==> config.mk <==
export PLATFORM = sky130hd
export DESIGN_NAME = refresh_sched
export DESIGN_NICKNAME = d
export VERILOG_FILES = /design/src/rtl/refresh_sched.sv
export SDC_FILE = /design/constraint.sdc
export NUM_CORES = 1
export LEC_CHECK = 0
export ABC_AREA = 1
export CORE_AREA = 2 2 78 80
export CTS_CLUSTER_DIAMETER = 120
export DETAILED_ROUTE_END_ITERATION = 10
export DIE_AREA = 0 0 80 82
export GPL_TIMING_DRIVEN = 0
export MAX_ROUTING_LAYER = met4
export PLACE_DENSITY = 0.73
export SETUP_SLACK_MARGIN = 0.02
export SLEW_MARGIN = 30
export SYNTH_ARGS = -nofsm -noshare
export SYNTH_HDL_FRONTEND = slang
export SYNTH_SLANG_ARGS = --single-unit
==> constraint.sdc <==
create_clock -name clk_i -period 1.6 [get_ports clk_i]
set_input_delay 0.32 -clock clk_i [delete_from_list [all_inputs] [get_ports clk_i]]
set_output_delay 0.32 -clock clk_i [all_outputs]
set_load 0.1 [all_outputs]
==> src/rtl/refresh_sched.sv <==
// Frame refresh scheduler: issues one start pulse to all layer channels,
// honouring a frame-rate cap, the WS281x latch gap and an optional keep-alive.
module refresh_sched #(
  parameter int CNT_W          = 24,
  parameter int MIN_PERIOD_CYC = 1000000,
  parameter int LATCH_CYC      = 20000,
  parameter int KEEPALIVE_CYC  = 0
) (
  input  logic       clk_i,
  input  logic       rst_i,
  input  logic       enable_i,
  input  logic       frame_done_i,
  input  logic [7:0] busy_i,
  output logic       refresh_o,
  output logic       keepalive_o,
  output logic       pending_o,
  output logic       drop_o,
  output logic       idle_o
);

  localparam logic [CNT_W-1:0] PER_MAX   = CNT_W'(MIN_PERIOD_CYC - 1);
  localparam logic [CNT_W-1:0] LATCH_MAX = CNT_W'((LATCH_CYC == 0) ? 0 : LATCH_CYC - 1);
  localparam logic [CNT_W-1:0] KA_MAX    = CNT_W'((KEEPALIVE_CYC == 0) ? 0 : KEEPALIVE_CYC - 1);
  localparam logic             KA_EN     = (KEEPALIVE_CYC != 0);

  typedef enum logic [1:0] {
    S_IDLE,
    S_ARM,
    S_SEND,
    S_LATCH
  } state_t;

  state_t           r_state;
  state_t           w_next;
  logic [CNT_W-1:0] r_per_cnt;
  logic [CNT_W-1:0] r_ka_cnt;
  logic [CNT_W-1:0] r_lat_cnt;
  logic             r_pending;
  logic             r_refresh;
  logic             r_keepalive;
  logic             r_drop;

  logic w_busy_any;
  logic w_period_ok;
  logic w_ka_due;
  logic w_issue;
  logic w_issue_ka;

  assign w_busy_any  = |busy_i;
  assign w_period_ok = (r_per_cnt == PER_MAX);
  assign w_ka_due    = KA_EN && (r_ka_cnt == KA_MAX);
  assign w_issue     = (r_state == S_IDLE) && enable_i && w_period_ok && (r_pending || w_ka_due);
  // A new frame always wins over a keep-alive re-send.
  assign w_issue_ka  = w_issue && !r_pending;

  always_comb begin
    w_next = r_state;
    case (r_state)
      S_IDLE:  if (w_issue) w_next = S_ARM;
      S_ARM:   w_next = S_SEND;
      S_SEND:  if (!w_busy_any) w_next = S_LATCH;
      S_LATCH: begin
        if (w_busy_any) w_next = S_SEND;
        else if (r_lat_cnt == LATCH_MAX) w_next = S_IDLE;
      end
      default: w_next = S_IDLE;
    endcase
  end

  always_ff @(posedge clk_i) begin
    if (rst_i) begin
      r_state     <= S_IDLE;
      r_per_cnt   <= PER_MAX;
      r_ka_cnt    <= '0;
      r_lat_cnt   <= '0;
      r_pending   <= 1'b0;
      r_refresh   <= 1'b0;
      r_keepalive <= 1'b0;
      r_drop      <= 1'b0;
    end else begin
      r_state     <= w_next;
      r_refresh   <= w_issue;
      r_keepalive <= w_issue_ka;
      // Overwrite only counts when the waiting frame is not consumed this cycle.
      r_drop      <= frame_done_i && r_pending && !w_issue;

      if (frame_done_i) r_pending <= 1'b1;
      else if (w_issue && !w_issue_ka) r_pending <= 1'b0;

      if (w_issue) r_per_cnt <= '0;
      else if (r_per_cnt != PER_MAX) r_per_cnt <= r_per_cnt + 1'b1;

      if (w_issue || frame_done_i) r_ka_cnt <= '0;
      else if (r_state == S_IDLE && r_ka_cnt != KA_MAX) r_ka_cnt <= r_ka_cnt + 1'b1;

      // Held at 0 outside LATCH so every entry (including after a busy re-assert) restarts.
      if (r_state == S_LATCH && w_next == S_LATCH) r_lat_cnt <= r_lat_cnt + 1'b1;
      else r_lat_cnt <= '0;
    end
  end

  assign refresh_o   = r_refresh;
  assign keepalive_o = r_keepalive;
  assign pending_o   = r_pending;
  assign drop_o      = r_drop;
  assign idle_o      = (r_state == S_IDLE);

endmodule

Word level (Yosys, flattened, before mapping)
Index checks and enable logic that the tools add are counted.
{ "totals": {"ff_bits": 54, "elab_cells": 44} }
{ "classes": {"addsub": 2, "bitwise": 1, "reduce_logical": 17, "eq_ne": 7, "mux": 9} }
{ "op_table": {"columns": ["operator", "count"], "rows": [
  ["adder 24 x 1 -> 24 bit, second input constant", 2],
  ["2-to-1 mux 20 bit", 2],
  ["== test 24 x 15 -> 1 bit, second input constant", 1],
  ["== test 24 x 20 -> 1 bit, second input constant", 1],
  ["!= test 24 x 20 -> 1 bit, second input constant", 1],
  ["logical AND 1 bit", 8],
  ["2-to-1 mux 2 bit", 4],
  ["case mux 2 bit (4 select lines)", 1],
  ["OR reduction 8 bit", 1],
  ["== test 2 bit, second input constant", 3],
  ["nonzero test 2 bit", 2],
  ["OR reduction 2 bit", 2],
  ["zero test 1 bit", 3],
  ["== test 2 x 1 -> 1 bit, second input constant", 1],
  ["zero test 2 bit", 1],
  ["2-to-1 mux 1 bit", 2],
  ["inverter 1 bit", 1]
]} }

Logic depth before layout (Yosys ltp)
{ "depth": {"ltp_word": 10, "ltp_mapped": 11} }

Worst setup path before layout
No wires, ideal clock.
{ "synth_path": {"path_kind": "reg2reg", "start": "register r_pending, in the netlist pending_o", "end": "register r_per_cnt[2]", "path_buffers": 0, "arrival_ns": 1.775, "t_required_ns": 1.442, "setup_time_ns": 0.158, "slack_ns": -0.333, "path_stages_with_launch": 4, "synth_period_minus_slack_ns": 1.933, "path_cell_list": "dfxtp_1 -> inv_1 -> o311ai_1 -> o211ai_1"} }
{ "synth_between": {"elab_chain_cells": 2, "elab_cells_between_ends": 3, "classes_between": "mux (1); reduce/logical (2)"} }
{ "synth_lines": {"columns": ["element", "line", "text"], "rows": [
  ["start: declaration", "38", "logic r_pending;"],
  ["start signal: assignment", "76", "r_pending <= 1'b0;"],
  ["start signal: assignment", "87", "if (frame_done_i) r_pending <= 1'b1;"],
  ["start signal: assignment", "88", "else if (w_issue && !w_issue_ka) r_pending <= 1'b0;"],
  ["logical AND 1 bit (*)", "52", "assign w_issue = (r_state == S_IDLE) && enable_i && w_period_ok && (r_pending || w_ka_due);"],
  ["2-to-1 mux 20 bit or nonzero test 2 bit (tied branches)", null, null],
  ["end signal: assignment", "91", "else if (r_per_cnt != PER_MAX) r_per_cnt <= r_per_cnt + 1'b1;"],
  ["end: declaration", "35", "logic [CNT_W-1:0] r_per_cnt;"]
]} }
Mark *: on every way between the ends. The rest lies on a longest branch, timed or not.
A chain may end at the register's enable or synchronous reset.

Final worst setup path
{ "layout_path": {"start": "register r_lat_cnt[1]", "end": "register r_lat_cnt[18]"} }
{ "layout_between": {"elab_chain_cells": 8, "elab_cells_between_ends": 9, "classes_between": "add/sub (1); eq/ne (2); mux (3); bitwise (1); reduce/logical (2)"} }
{ "layout_lines": {"columns": ["element", "line", "text"], "rows": [
  ["start: declaration", "37", "logic [CNT_W-1:0] r_lat_cnt;"],
  ["start signal: assignment", "97", "if (r_state == S_LATCH && w_next == S_LATCH) r_lat_cnt <= r_lat_cnt + 1'b1;"],
  ["== test 24 x 15 -> 1 bit", "64", "else if (r_lat_cnt == LATCH_MAX) w_next = S_IDLE;"],
  ["2-to-1 mux 2 bit", "64", null],
  ["2-to-1 mux 2 bit", "63", "if (w_busy_any) w_next = S_SEND;"],
  ["case mux 2 bit (4 select lines)", "58", "case (r_state)"],
  ["== test 2 bit", "97", null],
  ["logical AND 1 bit", "97", null],
  ["inverter 1 bit (no source line)", null, null],
  ["OR reduction 2 bit (no source line)", null, null]
]} }
Parallel ways exist; a longest one is shown, timed or not.

==> impl_results.rst <==
.. list-table::
   :header-rows: 1

   * - Metric
     - Value
   * - Worst vdd ir
     - 0.666 mV
   * - Dominant cell type by area after synthesis
     - sky130_fd_sc_hd__dfxtp_1
   * - Fraction of final layout cells sized beyond drive strength 1
     - 33.1%
   * - Count of boundary I/O pins
     - 17
   * - Avg Vias per Cell
     - 5.19
   * - Post-route antenna net violation count
     - 0
   * - Finished Layout Cells
     - 582
   * - Pin count of the biggest net entering global routing
     - 17
   * - Post-synth top area share
     - 37.2%
   * - Type of the worst setup path
     - reg2reg
   * - Placed Cells
     - 530
   * - Design Power
     - 0.00324 W
   * - Status
     - completed
   * - Critical path capture point type
     - flop
   * - Post-layout min period
     - 1.56 ns
   * - Count of vias placed by the detailed router
     - 3018
   * - Number of nets in the layout
     - 520
   * - Cells after synthesis
     - 439
   * - ANT cells
     - 0
   * - DRC violation count after routing
     - 0
   * - Min-Delay Path Class
     - in2reg
   * - Number of synthesized register bits
     - 54
   * - Slew @ Worst Pin
     - 0.569 ns
   * - Cell Pwr Density
     - 811 nW/µm²
   * - Worst hold-check slack
     - 0.348 ns
   * - DR iter-0 viols
     - 179
   * - Combined area of all synthesized cells
     - 2910 µm²
   * - Category of the worst setup path launch point
     - flop
   * - RSZ-0062 raised after global routing
     - yes
   * - Port Buffers
     - 16
   * - Family of cells with the greatest summed delay on the critical path
     - simple AND/OR/NAND/NOR gates
   * - Die extent in y
     - 82 µm
   * - Area grow syn2layout
     - 37.5%
   * - Setup-violating endpoint count in the final report
     - 0
   * - Slowest stage delay, CP
     - 0.38 ns
   * - CTS sink cnt
     - 54
   * - Endpoints failing hold
     - 0
   * - Cells traversed along the worst timing path
     - ha_4 -> nand2_4 -> nor2_4 -> buf_6 -> nand3_4 -> nor3_4 -> nand2_1 -> o21ai_2 -> inv_1 -> nor2_1
   * - Clk_skew
     - 0.00887 ns
   * - Max-slew violations
     - 0
   * - Leakage power total
     - 1.60 nW
   * - Die extent in x
     - 80 µm
   * - Reg clk slew, reported paths
     - 0.10 ns
   * - Number of distinct library cells after synthesis
     - 35
   * - Clock latency on the worst-skew pair
     - 0.32 ns
   * - H-tree levels
     - 2
   * - Hold Path Cell Cnt
     - 2
   * - Vias in the first global route
     - 2610
   * - Combined global-route utilization of all metal layers
     - 23.3%
   * - Max-cap violation count
     - 0
   * - Final worst-path cycle share
     - 97.3%
   * - Wire length of the first global-routing pass
     - 11.5 mm
   * - Signal arrival time at the worst endpoint
     - 1.82 ns
   * - GR Overflow Total
     - 0
   * - Crit-path slowest cell
     - sky130_fd_sc_hd__dfxtp_4
   * - Starting utilization of the core area
     - 50.6%
   * - Register area share after synthesis
     - 37.2%
   * - Clock root cell
     - sky130_fd_sc_hd__clkbuf_8
   * - Die footprint
     - 6560 µm²
   * - R2R cell count
     - 10
   * - Synthesized net count
     - 453
   * - Cts bufs inserted
     - 5
   * - Minimum setup slack after placement
     - -0.494 ns
   * - Critical path depth
     - 10
   * - Crit Path Max Fanout
     - 6
   * - Data required, critical path
     - 1.86 ns
   * - Buffers plus inverters on the worst setup path
     - 2
   * - Synth Warn #
     - 0
   * - Mean Syn Cell Area
     - 6.62 µm²
   * - Number of rows created at floorplan
     - 28
   * - Final setup margin
     - 0.0425 ns
   * - Antenna violations before repair
     - 0
   * - Post-detail-place hpwl
     - 4.93 mm
   * - Total Wirelength
     - 7.68 mm
   * - CORE AREA
     - 5750 µm²
   * - Number of fill cells
     - 455
   * - Hold Buf Count CTS
     - 0
   * - Worst slew margin relative to its limit
     - 62.0%
   * - Routed wire length per instance
     - 13.2 µm
   * - Most area-consuming cells after synthesis
     - sky130_fd_sc_hd__dfxtp_1 (37%), sky130_fd_sc_hd__nand2_1 (13%), sky130_fd_sc_hd__nor2_1 (9.3%)
   * - Drt pass-1 iters
     - 5
   * - Clock tree from TritonCTS
     - yes
   * - Buffer levels on the longest clock path
     - 2
   * - Achievable clock frequency
     - 642 MHz
   * - Routability cong.
     - 0.888
## stage by stage
stage | cell area, µm² | TNS (ns) | utilization, %
after global routing | 4000 | -0.220 | 69.6
final | 4000 | 0 | 69.6
after CTS | 3650 | -0.0143 | 63.5
after floorplan | 2930 | 0 | -
after detailed placement | 3190 | -11.64 | 55.5
after global placement | 3190 | -10.57 | 55.5
## per-layer routing
layer  part of all wire, %  global-route usage (%)  vias up
met5                     0                       -        -
met4                   3.0                    11.0        0
met3                   3.6                    3.74       22
met2                    53                    42.1       73
met1                    41                    24.9     1393
li1                      -                       -     1530
## state kept, by name, indices dropped and copies added, names as in the netlist
signal / flops
drop_o: 1
keepalive_o: 1
pending_o: 1
r_lat_cnt: 24
r_per_cnt: 24
r_state: 2
refresh_o: 1
## placed cells by master, fill, tap and decap left out, drive strengths merged
cell type      netlist  layout
clkinvlp             0       1
dlymetal6s2s         0       1
clkbuf               1       8
dfxtp               54      54
buf                  2      47
nor2                88      88
o31ai                1       1
clkdlybuf4s50        0      10
a21o                 2       2
o311ai               1       1
a21oi               12      12
a31o                 1       1
conb                 1       1
o211ai               2       2
nand4               15      15
xnor2                3       3
clkdlybuf4s15        0       3
ha                   2       2
nor3b                1       1
nand3b               1       1
clkinv               1       2
and2                 1       1
or2                  2       2
xor2                12      12
nand3               41      41
nor3                12      12
o21ai               13      13
inv                 65      65
nand2              105     105
## final timing paths
check                start            end  slack (ns)
max reg2reg   r_lat_cnt[1]  r_lat_cnt[18]        0.04
min                  rst_i     r_state[0]        0.35
max           r_lat_cnt[1]  r_lat_cnt[18]        0.04
min reg2reg  r_per_cnt[12]  r_per_cnt[12]        0.49
## cells by family (layout without fill, tap and decap cells)
group                    after synthesis  count (layout)  share of synthesized area [%]
buffers and inverters                 69             137                           9.34
XOR/XNOR                              15              15                           4.52
AND/OR/NAND/NOR                      266             266                           41.8
AO/OA/AOI/OAI                         32              32                           6.20
flip-flops                            54              54                           37.2
adder cells (fa/ha/maj)                2               2                          0.861
other                                  1               1                          0.129
## synthesized netlist by cell type, drive strengths merged
cell type / count
nor3b: 1
a31o: 1
o31ai: 1
ha: 2
clkbuf: 1
conb: 1
nand3: 41
xor2: 12
nand4: 15
nand2: 105
buf: 2
xnor2: 3
inv: 65
a21o: 2
nand3b: 1
nor3: 12
dfxtp: 54
o211ai: 2
and2: 1
nor2: 88
a21oi: 12
clkinv: 1
or2: 2
o311ai: 1
o21ai: 13
## where the power goes
group	leakage [nW]	switching [W]	internal [W]
clock	0.0452	0.000480	0.000311
combinational	1.11	0.000555	0.000364
sequential	0.447	0.0000941	0.00144
total	1.60	0.00113	0.00211
## repair_timing
item,4_1_cts,5_1_grt
gates cloned,1,1
gates resized for setup,69,79
buffers inserted,24,20
pin swaps,14,24
setup endpoints to repair,52,45
## layout make-up
type                    instances  area [µm²]  share of cell area (%)
plain buffers                   2        20.0                   0.501
clock buffers                   6        72.6                    1.82
clock inverters                 2        13.8                   0.344
inverters                      66         254                    6.35
multi-input cells             316        1840                    46.0
flip-flops and latches         54        1130                    28.3
well taps                      75        93.8                    2.35
repair buffers                 61         573                    14.3
No activity file was read; power rests on OpenSTA's default activity.
